--- config.mk ---
export PLATFORM = sky130hd
export DESIGN_NAME = tf_seq_ctrl
export DESIGN_NICKNAME = d
export VERILOG_FILES = /design/src/rtl/tf_seq_ctrl.sv
export SDC_FILE = /design/constraint.sdc
export NUM_CORES = 2
export LEC_CHECK = 0
export ABC_AREA = 0
export ABC_CLOCK_PERIOD_IN_PS = 4900
export BUFFER_PORTS_ARGS = -buffer_cell sky130_fd_sc_hd__buf_2
export CORE_AREA = 2 2 443 445
export CTS_CLUSTER_SIZE = 10
export DETAILED_ROUTE_END_ITERATION = 10
export DIE_AREA = 0 0 445 447
export PLACE_DENSITY_LB_ADDON = 0.1
export SLEW_MARGIN = 30
export SYNTH_ARGS = -nofsm -noshare
export SYNTH_HDL_FRONTEND = slang
export SYNTH_SLANG_ARGS = --single-unit
--- constraint.sdc ---
create_clock -name clk -period 4.9 [get_ports clk]
set_input_delay 1.47 -clock clk [delete_from_list [all_inputs] [get_ports clk]]
set_output_delay 1.47 -clock clk [all_outputs]
set_load 0.03 [all_outputs]
--- src/rtl/tf_seq_ctrl.sv ---
// tf_seq_ctrl: walks the twiddle-factor ROM one stage at a time. For each stage it
// fetches WPS words into the base/const buses, pulses TF_wen once, then streams
// TF_ren for the configured depth.
// Optional feature macro: TF_ROM_ERR_CHK_EN adds a ROM-word range check against
// modulus. A word that is out of range raises a sticky err and aborts the sequence.
`ifndef D_width
`define D_width 32
`endif

module tf_seq_ctrl #(
    parameter int unsigned ROM_AW = 10,
    parameter int unsigned WPS    = 29
) (
    input  logic                   clk,
    input  logic                   rst,
    input  logic                   start,
    input  logic [`D_width-1:0]    cfg_last_l,
    input  logic [`D_width-1:0]    cfg_depth,
    output logic                   rom_ren,
    output logic [ROM_AW-1:0]      rom_addr,
    input  logic [`D_width-1:0]    rom_rdata,
    input  logic [`D_width-1:0]    modulus,
    output logic [15*`D_width-1:0] TF_base_bus,
    output logic [14*`D_width-1:0] TF_const_bus,
    output logic                   TF_wen,
    output logic                   TF_ren,
    output logic [`D_width-1:0]    it_depth_cnt,
    output logic [`D_width-1:0]    l,
    output logic                   LAST_STAGE,
    output logic                   busy,
    output logic                   done,
    output logic                   err
);

    localparam int unsigned DW = `D_width;
    localparam int unsigned NB = 15;
    localparam int unsigned NC = 14;
    localparam int unsigned FW = $clog2(WPS + 1);

    typedef enum logic [2:0] {
        S_IDLE,
        S_FETCH,
        S_WRITE,
        S_RUN,
        S_NEXT,
        S_DONE
    } state_t;

    state_t                  state_q, state_n;
    logic [FW-1:0]           fcnt_q, fcnt_n;
    logic [ROM_AW-1:0]       sbase_q, sbase_n;
    logic [DW-1:0]           last_l_q, last_l_n;
    logic [DW-1:0]           depth_q, depth_n;
    logic [DW-1:0]           l_q, l_n;
    logic [NB-1:0][DW-1:0]   base_q, base_n;
    logic [NC-1:0][DW-1:0]   const_q, const_n;
    logic                    ren_q, ren_n;
    logic [ROM_AW-1:0]       addr_q, addr_n;
    logic                    wen_q, wen_n;
    logic                    tfren_q, tfren_n;
    logic [DW-1:0]           itc_q, itc_n;
    logic                    last_q, last_n;
    logic                    busy_q, busy_n;
    logic                    done_q, done_n;
    logic                    err_q, err_n;
    logic [FW-1:0]           widx;
    logic [DW-1:0]           run_last;
    logic                    bad;

`ifndef TF_ROM_ERR_CHK_EN
    logic unused_modulus;
    assign unused_modulus = ^modulus;
`endif

    // Next-state, datapath and registered-output values.
    always_comb begin
        state_n  = state_q;
        fcnt_n   = fcnt_q;
        sbase_n  = sbase_q;
        last_l_n = last_l_q;
        depth_n  = depth_q;
        l_n      = l_q;
        base_n   = base_q;
        const_n  = const_q;
        err_n    = err_q;
        ren_n    = 1'b0;
        addr_n   = '0;
        wen_n    = 1'b0;
        tfren_n  = 1'b0;
        itc_n    = '0;
        done_n   = 1'b0;
        bad      = 1'b0;
        widx     = fcnt_q - FW'(1);
        run_last = (depth_q == '0) ? '0 : depth_q - DW'(1);

        case (state_q)
            S_IDLE: begin
                if (start) begin
                    state_n  = S_FETCH;
                    last_l_n = cfg_last_l;
                    depth_n  = cfg_depth;
                    l_n      = '0;
                    sbase_n  = '0;
                    fcnt_n   = '0;
                    ren_n    = 1'b1;
                    addr_n   = '0;
                end
            end
            S_FETCH: begin
                // Word issued on the previous FETCH cycle is on rom_rdata now.
                if (fcnt_q != '0) begin
                    for (int i = 0; i < int'(NB); i++) begin
                        if (widx == FW'(i)) base_n[i] = rom_rdata;
                    end
                    for (int j = 0; j < int'(NC); j++) begin
                        if (widx == FW'(int'(NB) + j)) const_n[j] = rom_rdata;
                    end
`ifdef TF_ROM_ERR_CHK_EN
                    if (rom_rdata >= modulus) bad = 1'b1;
`endif
                end
                if (bad) begin
                    state_n = S_IDLE;
                    err_n   = 1'b1;
                end else if (fcnt_q == FW'(WPS)) begin
                    state_n = S_WRITE;
                    wen_n   = 1'b1;
                end else begin
                    fcnt_n = fcnt_q + FW'(1);
                    if (fcnt_n != FW'(WPS)) begin
                        ren_n  = 1'b1;
                        addr_n = sbase_q + ROM_AW'(fcnt_n);
                    end
                end
            end
            S_WRITE: begin
                state_n = S_RUN;
                tfren_n = 1'b1;
                itc_n   = '0;
            end
            S_RUN: begin
                if (itc_q == run_last) begin
                    state_n = (l_q == last_l_q) ? S_DONE : S_NEXT;
                end else begin
                    tfren_n = 1'b1;
                    itc_n   = itc_q + DW'(1);
                end
            end
            S_NEXT: begin
                state_n = S_FETCH;
                l_n     = l_q + DW'(1);
                sbase_n = sbase_q + ROM_AW'(WPS);
                fcnt_n  = '0;
                ren_n   = 1'b1;
                addr_n  = sbase_n;
            end
            S_DONE: begin
                state_n = S_IDLE;
                done_n  = 1'b1;
            end
            default: begin
                state_n = S_IDLE;
            end
        endcase

        busy_n = (state_n != S_IDLE);
        last_n = (l_n == last_l_n);
    end

    // State and output registers with synchronous active-low reset.
    always_ff @(posedge clk) begin
        if (!rst) begin
            state_q  <= S_IDLE;
            fcnt_q   <= '0;
            sbase_q  <= '0;
            last_l_q <= '0;
            depth_q  <= '0;
            l_q      <= '0;
            base_q   <= '0;
            const_q  <= '0;
            ren_q    <= 1'b0;
            addr_q   <= '0;
            wen_q    <= 1'b0;
            tfren_q  <= 1'b0;
            itc_q    <= '0;
            last_q   <= 1'b0;
            busy_q   <= 1'b0;
            done_q   <= 1'b0;
            err_q    <= 1'b0;
        end else begin
            state_q  <= state_n;
            fcnt_q   <= fcnt_n;
            sbase_q  <= sbase_n;
            last_l_q <= last_l_n;
            depth_q  <= depth_n;
            l_q      <= l_n;
            base_q   <= base_n;
            const_q  <= const_n;
            ren_q    <= ren_n;
            addr_q   <= addr_n;
            wen_q    <= wen_n;
            tfren_q  <= tfren_n;
            itc_q    <= itc_n;
            last_q   <= last_n;
            busy_q   <= busy_n;
            done_q   <= done_n;
            err_q    <= err_n;
        end
    end

    assign rom_ren      = ren_q;
    assign rom_addr     = addr_q;
    assign TF_base_bus  = base_q;
    assign TF_const_bus = const_q;
    assign TF_wen       = wen_q;
    assign TF_ren       = tfren_q;
    assign it_depth_cnt = itc_q;
    assign l            = l_q;
    assign LAST_STAGE   = last_q;
    assign busy         = busy_q;
    assign done         = done_q;
    assign err          = err_q;

endmodule

==> summary.md <==
| Metric | Value |
|---|---|
| Bufs on Longest Clock Path | 3 |
| Resize count post-CTS | 0 |
| Post-Syn Nets | 5489 |
| Pwr/cell area | 376 nW/µm² |
| Internal Dissipation | 15200 µW |
| First-pass GRT wire length | 314000 µm |
| Fillers | 21215 |
| Synth area leader | dfxtp_1 |
| Num ports | 1140 |
| Clock transition at path regs | 60 ps |
| Crit path launch type | register |
| # Post-CTS Setup Buffers | 0 |
| Seq/Total Area, Yosys | 52.7% |
| Setup_tns | 0 ps |
| Multi-input logic area | 18100 µm² |
| EDFF count, synth | 0 |
| Main synth FF type | dfxtp_1 |
| Clock Power Share | 50.8% |
| Drt wl/cell | 26.2 µm |
| Hold Crit Class | reg2reg |
| Vias | 40332 |
| Post-route ant nets | 0 |
| Final nets | 6411 |
| Unrepaired setup endpoints after global routing | no |
| Synth warnings | 0 |
| Asr flop ratio synth | 0% |
| Synth top area share | 52.7% |
| Final hold vios | 0 |
| LEAKAGE | 0.0217 µW |
| Reg2reg start | depth_q[0] |
| # rows | 162 |
| Initial antenna violation count | 16 |
| R2R Setup Slk | 770 ps |
| CTS tree | yes |
| Worst VDD drop | 0.321 mV |
| CP Data Arrival Time | ~4800 ps |
| FF+latch area | 21800 µm² |
| DR iter-0 viols | 3031 |
| Placed wire-length estimate | 158000 µm |
| Final WL | about 230000 µm |
| Max_slew headroom | 33.0% |
| Setup crit end | it_depth_cnt[2] |
| Sw Pwr | 5270 µW |
| GR Overflow Total | 0 |
| R2R depth | 13 |
| Total CTS buffers | 140 |
| Initial core utilization | 21.3% |
| Critical path class | reg2reg |
| H-tree Lvls | 4 |
| Clock Tree Root | clkbuf_16 |
| FF+latch count, synth | 1090 |
| Via density | 4.54 |
| Total Routing Usage GR | 22.4% |
| Netlist cell types | 78 |
| Pre-antenna DRT Iters | 5 |
| Share of layout cells above drive strength 1 | 24.1% |
| Max Cap Viol | 0 |
| Final setup violation count | 0 |
| Final RePlAce weighted congestion | 0.822 |
| Crit. End Element | register |
| Post-cts hold buffer count | 0 |
| Worst-Margin Slew | between 1000 and 1500 ps |
| Dpl cell area | between 50000 and 60000 µm² |
| Worst hold slack | ~450 ps |
| Max frequency | 242 MHz |
| Outcome | finished, final reports clean |
| Die Width | 445 µm |
| Worst-path fanout max | 32 |
| Cell Area, Synth | just over 40000 µm² |
| Residual DRC | 0 |
| Clk sink count | roughly 1100 |
| Crit path launch | depth_q[0] |
| Reg power frac | 43.6% |
| Synthesized area per cell | 7.75 µm² |
| Reg-to-reg endpoint | it_depth_cnt[2] |
| Layout Skew | 28.2 ps |
| Final Critical Period | 4130 ps |
| Final worst path period share | ~84% |
| Later-pin clock latency in the skew report | 820 ps |
| Area of the die | 199000 µm² |
| Die Height | 447 µm |
| Vias in the first global route | approximately 37000 |
| Cell area after layout | 54600 µm² |
| Max-slew violation count | 0 |
| Synth top area cells | dfxtp_1 (53%), nand2_1 (18%), a21oi_1 (12%) |
| Most frequent cells after synthesis | nand2_1 (2005), dfxtp_1 (1090), a21oi_1 (1003) |
| Sw Ratio | roughly 26% |
| CORE AREA | 194000 µm² |
| Req. time, crit path | 5580 ps |
| # port buffers | between 1000 and 1500 |
| Fin util | 28.1% |
| Gate power share | 5.5% |
| Largest net degree at the start of global routing | about 130 |
| Hold_sp | TF_const_bus[21] |
| Area delta synth->final | 31.7% |
| Top-count cell post-synth | nand2_1 |
| Cells after Synth | 5341 |
==> per-stage QoR <==
stage / total power (µW) / setup WS (ps) / cells
after floorplan: 9710 / 915 / 5341
after global placement: 10300 / 622 / 8652
after detailed placement: 10300 / 523 / 8663
after CTS: 20800 / 814 / 8890
after global routing: 21200 / 562 / 8891
final: 20500 / 772 / 8892
==> placed cells by master, fill, tap and decap left out, types with 21 or more instances in the layout <==
master,count
xnor2_1,68
buf_2,1095
and2_1,34
nand2_1,1994
nand3_1,43
inv_1,23
nor2_1,120
nor4_1,24
o21ai_0,37
dfxtp_1,1090
buf_4,112
nor3_1,21
xor2_1,65
nor2_2,37
mux2i_1,40
clkbuf_16,141
clkbuf_1,37
a21oi_1,1003
==> final cells by class <==
cell class	instances	area share [%]
clock inverters	32	1.11
diodes	2	0.00917
inverters	24	0.179
flip-flops and latches	1090	40.0
repair buffers	1229	12.5
clock buffers	195	7.15
well taps	2542	5.83
multi-input cells	3778	33.2
==> worst min-delay path by stage <==
stage / end / slack [ps] / cells after the start
finish: TF_const_bus[21] / 450 / 2
global route: TF_const_bus[268] / 460 / 2
CTS: TF_const_bus[238] / 450 / 2
detailed placement: TF_const_bus[32] / 440 / 2
global placement: TF_base_bus[248] / 440 / 2
floorplan: depth_q[19] / 450 / 2
==> registers in the layout, summed over array words and instances, names as in the netlist, 3 cells and up <==
name / count
l: 32
depth_q: 32
sbase_q: 10
TF_base_bus: 480
last_l_q: 32
it_depth_cnt: 32
rom_addr: 10
TF_const_bus: 448
state_q: 3
fcnt_q: 5
==> critical path, stage by stage, from the launching register on <==
cell and delay (ps):
dfxtp_1 360, inv_1 120, ha_1 210, or3b_1 490
or4_4 660, nor3_2 400, buf_4 240, nor3_1 70
a311oi_1 340, nand4b_1 300, nand3b_1 290, o21ai_4 180
buf_12 240, nor2_1 70
==> power groups by stage <==
stage / registers (µW) / clock network [µW] / logic [µW]
2_1_floorplan: 9140 / 0 / 568
3_3_place_gp: 9140 / 0 / 1150
3_5_place_dp: 9140 / 0 / 1160
4_1_cts: 8950 / 10700 / 1160
5_1_grt: 8950 / 11000 / 1210
6_report: 8950 / 10400 / 1130
==> cells by family (layout without fill, tap and decap cells) <==
group | Yosys count | count (layout) | synth area share [%]
and+or+nand+nor | 2430 | 2430 | 23.8
AOI/OAI and AO/OA | 1157 | 1157 | 14.8
DFF | 1090 | 1090 | 52.7
buffers and inverters | 473 | 1480 | 4.38
xor gates and xnor gates | 133 | 133 | 2.81
muxes | 40 | 40 | 0.967
adders and majority gates | 17 | 17 | 0.532
other | 1 | 3 | 0.00905
==> routing by layer <==
layer | track usage, % | part of all wire [%]
met1 | 26.8 | 41
met2 | 38.9 | 50
met3 | 4.97 | 5.8
met4 | 8.61 | 3.8
met5 | 0 | 0.0056
Note: power is estimated with default switching activity, not from simulation.
